===== src/rtl/enigma_pkg.sv =====
// Shared Enigma datapath types and helpers: alphabet constants, wiring table, slicing.
// No latency (types and pure functions only); no backpressure.
package enigma_pkg;

    localparam int LETTERS = 26;
    localparam int CW = 8;
    localparam logic [CW-1:0] ASCII_A = 8'h41;
    localparam logic [CW-1:0] ASCII_Z = 8'h5A;

    typedef logic [LETTERS-1:0][CW-1:0] table_t;

    function automatic logic is_letter(input logic [CW-1:0] c);
        return (c >= ASCII_A) && (c <= ASCII_Z);
    endfunction

    // The first character of the wiring string sits in the MSBs of the flat bus.
    function automatic table_t unpack_table(input logic [LETTERS*CW-1:0] idx);
        table_t t;
        for (int k = 0; k < LETTERS; k++) begin
            t[k] = idx[LETTERS*CW-1-CW*k -: CW];
        end
        return t;
    endfunction

endpackage


===== src/rtl/enigma_fifo2.sv =====
// Generic 2-entry valid/ready buffer with synchronous flush.
// Latency 1 cycle from push to o_vld; i_rdy feeds o_rdy combinationally.
// Backpressure: o_rdy low only when full and the head is not being taken.
module enigma_fifo2 #(
    parameter int W = 8
) (
    input  logic         clk,
    input  logic         reset,
    input  logic         i_flush,
    input  logic         i_vld,
    input  logic [W-1:0] i_dat,
    output logic         o_rdy,
    output logic         o_vld,
    output logic [W-1:0] o_dat,
    input  logic         i_rdy
);

    logic [W-1:0] r_d0;
    logic [W-1:0] r_d1;
    logic [1:0]   r_cnt;
    logic         w_push;
    logic         w_pop;

    assign o_vld  = (r_cnt != 2'd0);
    assign o_dat  = r_d0;
    assign o_rdy  = (r_cnt != 2'd2) || i_rdy;
    assign w_push = i_vld && o_rdy;
    assign w_pop  = o_vld && i_rdy;

    always_ff @(posedge clk or posedge reset) begin
        if (reset) begin
            r_d0  <= '0;
            r_d1  <= '0;
            r_cnt <= 2'd0;
        end else if (i_flush) begin
            r_d0  <= '0;
            r_d1  <= '0;
            r_cnt <= 2'd0;
        end else begin
            case ({w_push, w_pop})
                2'b10: begin
                    if (r_cnt == 2'd0) r_d0 <= i_dat;
                    else               r_d1 <= i_dat;
                    r_cnt <= r_cnt + 2'd1;
                end
                2'b01: begin
                    r_d0  <= r_d1;
                    r_cnt <= r_cnt - 2'd1;
                end
                2'b11: begin
                    // Simultaneous push/pop: count holds, new data lands behind the survivor.
                    if (r_cnt == 2'd1) begin
                        r_d0 <= i_dat;
                    end else begin
                        r_d0 <= r_d1;
                        r_d1 <= i_dat;
                    end
                end
                default: ;
            endcase
        end
    end

endmodule


===== src/rtl/enigma_reflector.sv =====
// Enigma reflector: maps letters through a loadable table into a 2-entry output buffer.
// Latency 1 cycle din->dout; in_ready drops when full and out_ready is low, or when not in RUN.
// ENIGMA_REFLECTOR_CHECK_EN adds a 26-cycle post-load legality scan and the sticky err flag.
module enigma_reflector
    import enigma_pkg::*;
(
    input  logic                  clk,
    input  logic                  reset,
    input  logic                  set,
    input  logic [LETTERS*CW-1:0] idx_in,
    input  logic                  valid,
    input  logic [CW-1:0]         din,
    output logic                  in_ready,
    output logic                  out_valid,
    input  logic                  out_ready,
    output logic [CW-1:0]         dout,
    output logic                  table_ok,
    output logic                  err
);

    typedef enum logic [1:0] {IDLE, CHECK, RUN} state_t;

    state_t        r_state;
    state_t        w_state_nxt;
    table_t        r_table;
    logic          w_fifo_rdy;
    logic          w_push;
    logic [CW-1:0] w_din_off;
    logic [CW-1:0] w_map;

    assign w_din_off = din - ASCII_A;
    assign w_map     = is_letter(din) ? r_table[w_din_off[4:0]] : din;
    assign in_ready  = (r_state == RUN) && w_fifo_rdy;
    assign w_push    = valid && (r_state == RUN) && !set;
    assign table_ok  = (r_state == RUN);

`ifdef ENIGMA_REFLECTOR_CHECK_EN
    logic [4:0]    r_idx;
    logic          r_err;
    logic [CW-1:0] w_ent;
    logic [CW-1:0] w_ent_off;
    logic [CW-1:0] w_self;
    logic          w_fail;

    // Entry must be a letter, not self-mapped, and point back at its own slot.
    assign w_ent     = r_table[r_idx];
    assign w_ent_off = w_ent - ASCII_A;
    assign w_self    = ASCII_A + {3'b000, r_idx};
    assign w_fail    = !is_letter(w_ent) || (w_ent == w_self) ||
                       (r_table[w_ent_off[4:0]] != w_self);
    assign err       = r_err;

    always_ff @(posedge clk or posedge reset) begin
        if (reset) begin
            r_idx <= 5'd0;
            r_err <= 1'b0;
        end else if (set) begin
            r_idx <= 5'd0;
            r_err <= 1'b0;
        end else if (r_state == CHECK) begin
            r_idx <= r_idx + 5'd1;
            if (w_fail) r_err <= 1'b1;
        end
    end
`else
    assign err = 1'b0;
`endif

    always_comb begin
        w_state_nxt = r_state;
        if (set) begin
`ifdef ENIGMA_REFLECTOR_CHECK_EN
            w_state_nxt = CHECK;
`else
            w_state_nxt = RUN;
`endif
        end
`ifdef ENIGMA_REFLECTOR_CHECK_EN
        else if (r_state == CHECK) begin
            if (w_fail)                    w_state_nxt = IDLE;
            else if (r_idx == 5'(LETTERS-1)) w_state_nxt = RUN;
        end
`endif
    end

    always_ff @(posedge clk or posedge reset) begin
        if (reset) begin
            r_state <= IDLE;
            r_table <= '0;
        end else begin
            r_state <= w_state_nxt;
            if (set) r_table <= unpack_table(idx_in);
        end
    end

    enigma_fifo2 #(.W(CW)) u_buf (
        .clk     (clk),
        .reset   (reset),
        .i_flush (set),
        .i_vld   (w_push),
        .i_dat   (w_map),
        .o_rdy   (w_fifo_rdy),
        .o_vld   (out_valid),
        .o_dat   (dout),
        .i_rdy   (out_ready)
    );

endmodule


===== config.mk =====
export PLATFORM = sky130hd
export DESIGN_NAME = enigma_reflector
export DESIGN_NICKNAME = d
export VERILOG_FILES = /design/src/rtl/enigma_pkg.sv /design/src/rtl/enigma_fifo2.sv /design/src/rtl/enigma_reflector.sv
export SDC_FILE = /design/constraint.sdc
export NUM_CORES = 1
export LEC_CHECK = 0
export BUFFER_PORTS_ARGS = -buffer_cell sky130_fd_sc_hd__buf_2
export CAP_MARGIN = 20
export CORE_MARGIN = 2
export CORE_UTILIZATION = 40
export CTS_CLUSTER_SIZE = 12
export DETAILED_ROUTE_END_ITERATION = 16
export GPL_ROUTABILITY_DRIVEN = 0
export SLEW_MARGIN = 20
export SYNTH_ARGS = -nofsm -noshare
export SYNTH_HDL_FRONTEND = slang
export SYNTH_SLANG_ARGS = --single-unit

===== constraint.sdc =====
create_clock -name clk -period 7.7 [get_ports clk]
set_clock_uncertainty 0.1 [all_clocks]
set_input_delay 0.77 -clock clk [delete_from_list [all_inputs] [get_ports clk]]
set_output_delay 0.77 -clock clk [all_outputs]
set_load 0.03 [all_outputs]

# ---- Yosys cells after proc, flatten, opt, wreduce, memory -nomap -nowiden
# Cells that the tools add are included.
dict set report word_totals {
  register_bits 227
  in_bits 221
  output_inout_bits 12
  elab_cells 72
}
dict set report op_classes {
  add_sub_neg 3
  n_lt_le_gt_ge 3
  eq_ne 8
  mux 13
  n_reduce_logical 15
}
# op n
set op_table {}
lappend op_table {{two-way mux 8 bit} 8}
lappend op_table {{binary-select mux 8 bit (select 5 bit)} 1}
lappend op_table {{one-hot mux 8 bit (3 select lines)} 1}
lappend op_table {{one-hot mux 8 bit (2 select lines)} 1}
lappend op_table {{greater-or-equal comparator 8 x 7 -> 1 bit, second input constant} 1}
lappend op_table {{<= comparator 8 x 7 -> 1 bit, second input constant} 1}
lappend op_table {{logical AND 1 bit} 6}
lappend op_table {{< comparator 5 x 6 -> 1 bit, second input constant} 1}
lappend op_table {{inequality test 3 bit, second input constant} 2}
lappend op_table {{nonzero test 3 bit} 2}
lappend op_table {{subtractor 5 x 1 -> 5 bit, second input constant} 1}
lappend op_table {{== test 2 x 1 -> 1 bit, second input constant} 2}
lappend op_table {{== test 2 bit, second input constant} 2}
lappend op_table {{one-hot mux 2 bit (2 select lines)} 1}
lappend op_table {{nonzero test 4 bit} 1}
lappend op_table {{inequality test 3 x 2 -> 1 bit, second input constant} 1}
lappend op_table {{AND reduction 3 bit} 1}
lappend op_table {{adder 2 x 1 -> 2 bit, second input constant} 1}
lappend op_table {{logical NOT 2 bit} 1}
lappend op_table {{two-way mux 2 bit} 1}
lappend op_table {{inequality test 2 bit, second input constant} 1}
lappend op_table {{AND reduction 2 bit} 1}
lappend op_table {{nonzero test 2 bit} 1}
lappend op_table {{subtractor 2 x 1 -> 2 bit, second input constant} 1}
lappend op_table {{2 further kinds} 2}

# ---- Depth between registers and ports, before layout
dict set report depth {
  depth_word 7
  depth_mapped 12
  depth_no_buf 8
}

# ---- Hierarchy
# From an unflattened synthesis, not the netlist that was laid out.
dict set report hier_totals {
  hier_cells 766
  hier_area_um2 10812.9
}
# module instances cells_per_inst area_per_inst_um2 seq_area_each_um2
set modules_own_cells {}
lappend modules_own_cells {enigma_reflector 1 690 9899.5 5230.0}
lappend modules_own_cells {enigma_fifo2 1 76 913.4 450.4}

# ---- Least setup slack after synthesis
# No wires, ideal clock.
dict set report synth_timing {
  path_kind {input to register}
  startpoint {input port din[0]}
  endpoint {register u_buf.r_d1[0]}
  setup_time_ns 0.127
  arrival_ns 2.961
  required_ns 7.473
  setup_slack_ns 4.513
  cell_stages 12
  path_buffers 4
  path_cell_list {buf_6 > buf_2 > inv_1 > ha_1 > buf_4 > buf_2 > mux4_2 > and4_1 > o31ai_1 > nand4_1 > o211ai_1 > o21ai_1}
}
dict set report synth_via {
  elab_chain_cells 7
  elab_cells_between_ends 11
  classes_between {add/sub: 1; order compare: 2; mux: 7; reduce/logical: 1}
}
# item line
set synth_rtl {}
lappend synth_rtl {{from (decl)} enigma_reflector.sv:12} ;# input logic [CW-1:0] din,
lappend synth_rtl {{subtractor 5 x 1 -> 5 bit} enigma_reflector.sv:31} ;# assign w_din_off = din - ASCII_A;
lappend synth_rtl {{binary-select mux 8 bit (select 5 bit)} enigma_reflector.sv:32} ;# assign w_map = is_letter(din) ? r_table[w_din_off[4:0]] : din;
lappend synth_rtl {{two-way mux 8 bit (not written as such)} enigma_reflector.sv:32}
lappend synth_rtl {{two-way mux 8 bit (*)} enigma_reflector.sv:32}
lappend synth_rtl {{two-way mux 8 bit (on tied branches)} {enigma_fifo2.sv:52, enigma_fifo2.sv:42}}
lappend synth_rtl {{one-hot mux 8 bit (2 select lines) (*)} enigma_fifo2.sv:40} ;# case ({w_push, w_pop})
lappend synth_rtl {{two-way mux 8 bit (*)} enigma_fifo2.sv:35} ;# end else if (i_flush) begin
lappend synth_rtl {{to (signal assigned)} enigma_fifo2.sv:43} ;# else r_d1 <= i_dat;
lappend synth_rtl {{to (signal assigned)} enigma_fifo2.sv:56} ;# r_d1 <= i_dat;
lappend synth_rtl {{to (decl)} enigma_fifo2.sv:19} ;# logic [W-1:0] r_d1;
# Mark *: on every way between the ends. The rest lies on a longest branch, timed or not. The select of a mux whose other input is x is not followed.
# A chain may end at the register's enable or synchronous reset.

# ---- Final worst setup path
dict set report layout_timing {
  startpoint {input port din[1]}
  endpoint {register u_buf.r_d1[6]}
}
# The elaborated chain is that of the path after synthesis.

==> flow_metrics.py <==
metrics = {
    "run_status": {
        "status": "finished, final reports clean",
    },
    "critical_path": {
        "critPathLaunchType": "primary input",
        "crit_arrival_ps": 3710,
        "r2r_start": "u_buf.r_cnt[0]",
        "worstPathRequired_ps": 8010,
        "path_cells": "buf_2, inv_1, ha_4, buf_4, mux4_2, mux2_2, o21ai_0, o2111ai_1, o21ai_0, o21ai_1",
        "reg2reg_depth": 8,
        "r2r_end": "u_buf.o_dat[7]",
        "crit_fanout": 39,
        "end_kind": "register",
        "crit_top_cell": "o21ai_0",
        "regToRegSetupSlack_ps": 5160,
        "critPathMaxStageDelay_ps": 580,
        "crit_type": "in2reg",
        "cpMaxStageDelayCell": "mux4_2",
    },
    "final_layout": {
        "fin_cells": 1348,
        "layout.nets": 1216,
        "multiInputGateArea_um2": 4960,
        "fin_area_um2": 13200,
        "area_delta_synth_final_pct": 21.3,
        "seqCellArea_um2": 5680,
        "drive_above_1_share_pct": 56.2,
        "nFillCells": 2413,
    },
    "pwr": {
        "peakVddDrop_mv": 0.142,
        "power_leakage_nw": 5.79,
        "p_per_area_nw_per_um2": 250,
    },
    "clock_network": {
        "root_buffer": "clkbuf_16",
        "post-cts-setup-buffer-count": 0,
        "cts_resized": 0,
        "clkLatencyLatePin_ps": 530,
        "cts_sinks": 227,
        "h-tree-depth": 1,
        "cts_buffers": 26,
        "cts_tree": "done",
        "holdBufCountCts": 0,
        "clk_transition_reported_paths_ps": 60,
        "cts_buffer_depth": 3,
    },
    "route": {
        "antenna_left": 0,
        "drc_errors": 0,
        "firstDrtPassIters": 4,
        "vias": 7159,
        "drt-total-wl_um": 28000,
        "drt_iter0_markers": 431,
        "routedWlPerCell_um": 20.8,
        "viasPerCell": 5.31,
    },
    "placement": {
        "dp.cells": 1302,
        "place_ws_ps": 3720,
        "dpl.hpwl_um": 20000,
        "placed_area_um2": 12300,
        "port_buffers": 231,
    },
    "floorplan": {
        "start_util_pct": 40.5,
        "rows": 60,
        "die_width_um": 169,
        "io_pins": 233,
        "fp.dieArea_um2": 28600,
        "die_y_um": 169,
        "core_um2": 26900,
    },
    "logic_synthesis": {
        "synth.distinct_cells": 58,
        "yosys.area.top_type": "dfrtp_1",
        "synth-main-ff-cell": "dfrtp_1",
        "syn_nets": 1001,
        "yosysTopAreaCellShare_pct": 52.1,
        "yosys_warnings": 0,
        "syn_avg_cell_area_um2": 14.1,
        "ys_ff_latch": 227,
        "async_flop_share_pct": 100,
        "synthTopCellsByCount": "mux2_2 (238), dfrtp_1 (227), mux4_2 (33), o21ai_0 (26)",
        "synth.most_common_cell": "mux2_2",
        "synth_edf_count": 0,
        "netlist_area_um2": 10900,
        "seq_area_frac_synth_pct": 52.1,
        "yosys-top-cells-area": "dfrtp_1 (52%), mux2_2 (25%), mux4_2 (6.8%)",
        "syn-instance-count": 774,
    },
    "timing": {
        "worstMarginPinSlew_ps": 939,
        "setup_viol": 0,
        "drv_slew": 0,
        "finalHoldViolations": 0,
        "tns_ps": 0,
        "whs_ps": 221,
        "setup_slack_ps": 4300,
        "slew_headroom_pct": 37.4,
        "layout_min_cycle_time_ps": 3400,
        "fmax_ghz": 0.294,
        "timing.final.crit_share_pct": 44.2,
        "grt_setup_unrepaired": "no",
    },
    "min_path": {
        "hold_path.class": "in2async",
    },
    "global_route": {
        "grt_start_max_net_pins": 98,
        "overflow": 0,
        "grt_pass1_vias": 7548,
        "grt_pass1_wl_um": 44200,
        "antenna_found_initial": 9,
        "track_usage_pct": 19.9,
    },
    "run": {
        "maxCapViolCount": 0,
    },
}
-- worst max-delay path by stage --
stage,from,endpoint,slack [ps],cells past startpoint
2_1_floorplan,reset,r_state[1],610,1
5_1_grt,din[0],u_buf.r_d1[2],4110,10
6_report,din[1],u_buf.r_d1[6],4300,10
3_3_place_gp,din[0],u_buf.o_dat[5],3730,9
3_5_place_dp,din[1],u_buf.r_d1[6],3720,10
4_1_cts,din[1],u_buf.r_d1[2],4280,10
-- area by class of cell --
cell class / count / share of cell area [%]
clock buffer: 38 / 6.02
multi-input combinational: 488 / 37.5
antenna: 3 / 0.0568
tap: 341 / 3.23
clock inverter: 5 / 0.653
timing repair buffer: 238 / 9.24
sequential: 227 / 43.0
inverter: 8 / 0.284
-- worst max-delay path: cells and delay by family --
kind,cells,cell delay (ps)
AO/OA/AOI/OAI,4,560
adder cells (fa/ha/maj),1,570
buffers and inverters,3,890
multiplexers,2,870
-- cell usage in the layout (no fill, tap or decap), drive strengths merged, types with 3 or more instances in the layout --
cell and count:
clkbuf 38, mux4 35, inv 8, ha 6, o2111ai 5, nand3 5
o31ai 4, mux2 238, nor3b 5, o21bai 6, nor2b 5, nor2 24
nand3b 5, dfrtp 227, buf 238, nand2 18, mux2i 20, diode 3
nand2b 4, a31oi 4, a2111oi 8, a21oi 12, and2 6, o21ai 32
clkinv 3, o22ai 7, a211oi 9
-- metal layers --
| metal | GRT usage (%) | wire [um] | vias up |
|---|---|---|---|
| met1 | 28.5 | 12800 | 3590 |
| met5 | 0 | 69 | - |
| met4 | 3.94 | 459 | 12 |
| met2 | 30.5 | 12600 | 191 |
| li1 | - | - | 3318 |
| met3 | 5.49 | 2100 | 48 |
-- logic make-up after synthesis --
family | synth area share, %
compound gates | 5.89
xor+xnor | 0.322
fa+ha+maj | 0.689
buf+inv | 2.64
flops | 52.1
mux | 33.7
other cells | 0.0344
simple gates | 4.55
-- sequential cells by signal, summed over array words and instances (netlist names) --
signal,count
r_state,1
r_table,208
u_buf.o_dat,8
u_buf.r_cnt,2
u_buf.r_d1,8
-- where the power goes --
part           internal (W)  leakage, nW  switching [W]  total [W]
Combinational      0.000304         2.67       0.000325   0.000630
Clock              0.000775        0.438       0.000490    0.00127
Sequential          0.00133         2.68      0.0000744    0.00140
-- per-stage QoR --
stage          total power (W)  utilization, %
2_1_floorplan          0.00184               -
3_3_place_gp           0.00205            45.9
3_5_place_dp           0.00206            45.9
4_1_cts                0.00334            49.1
5_1_grt                0.00346            49.1
6_report               0.00330            49.2
No activity file was read; power rests on OpenSTA's default activity.
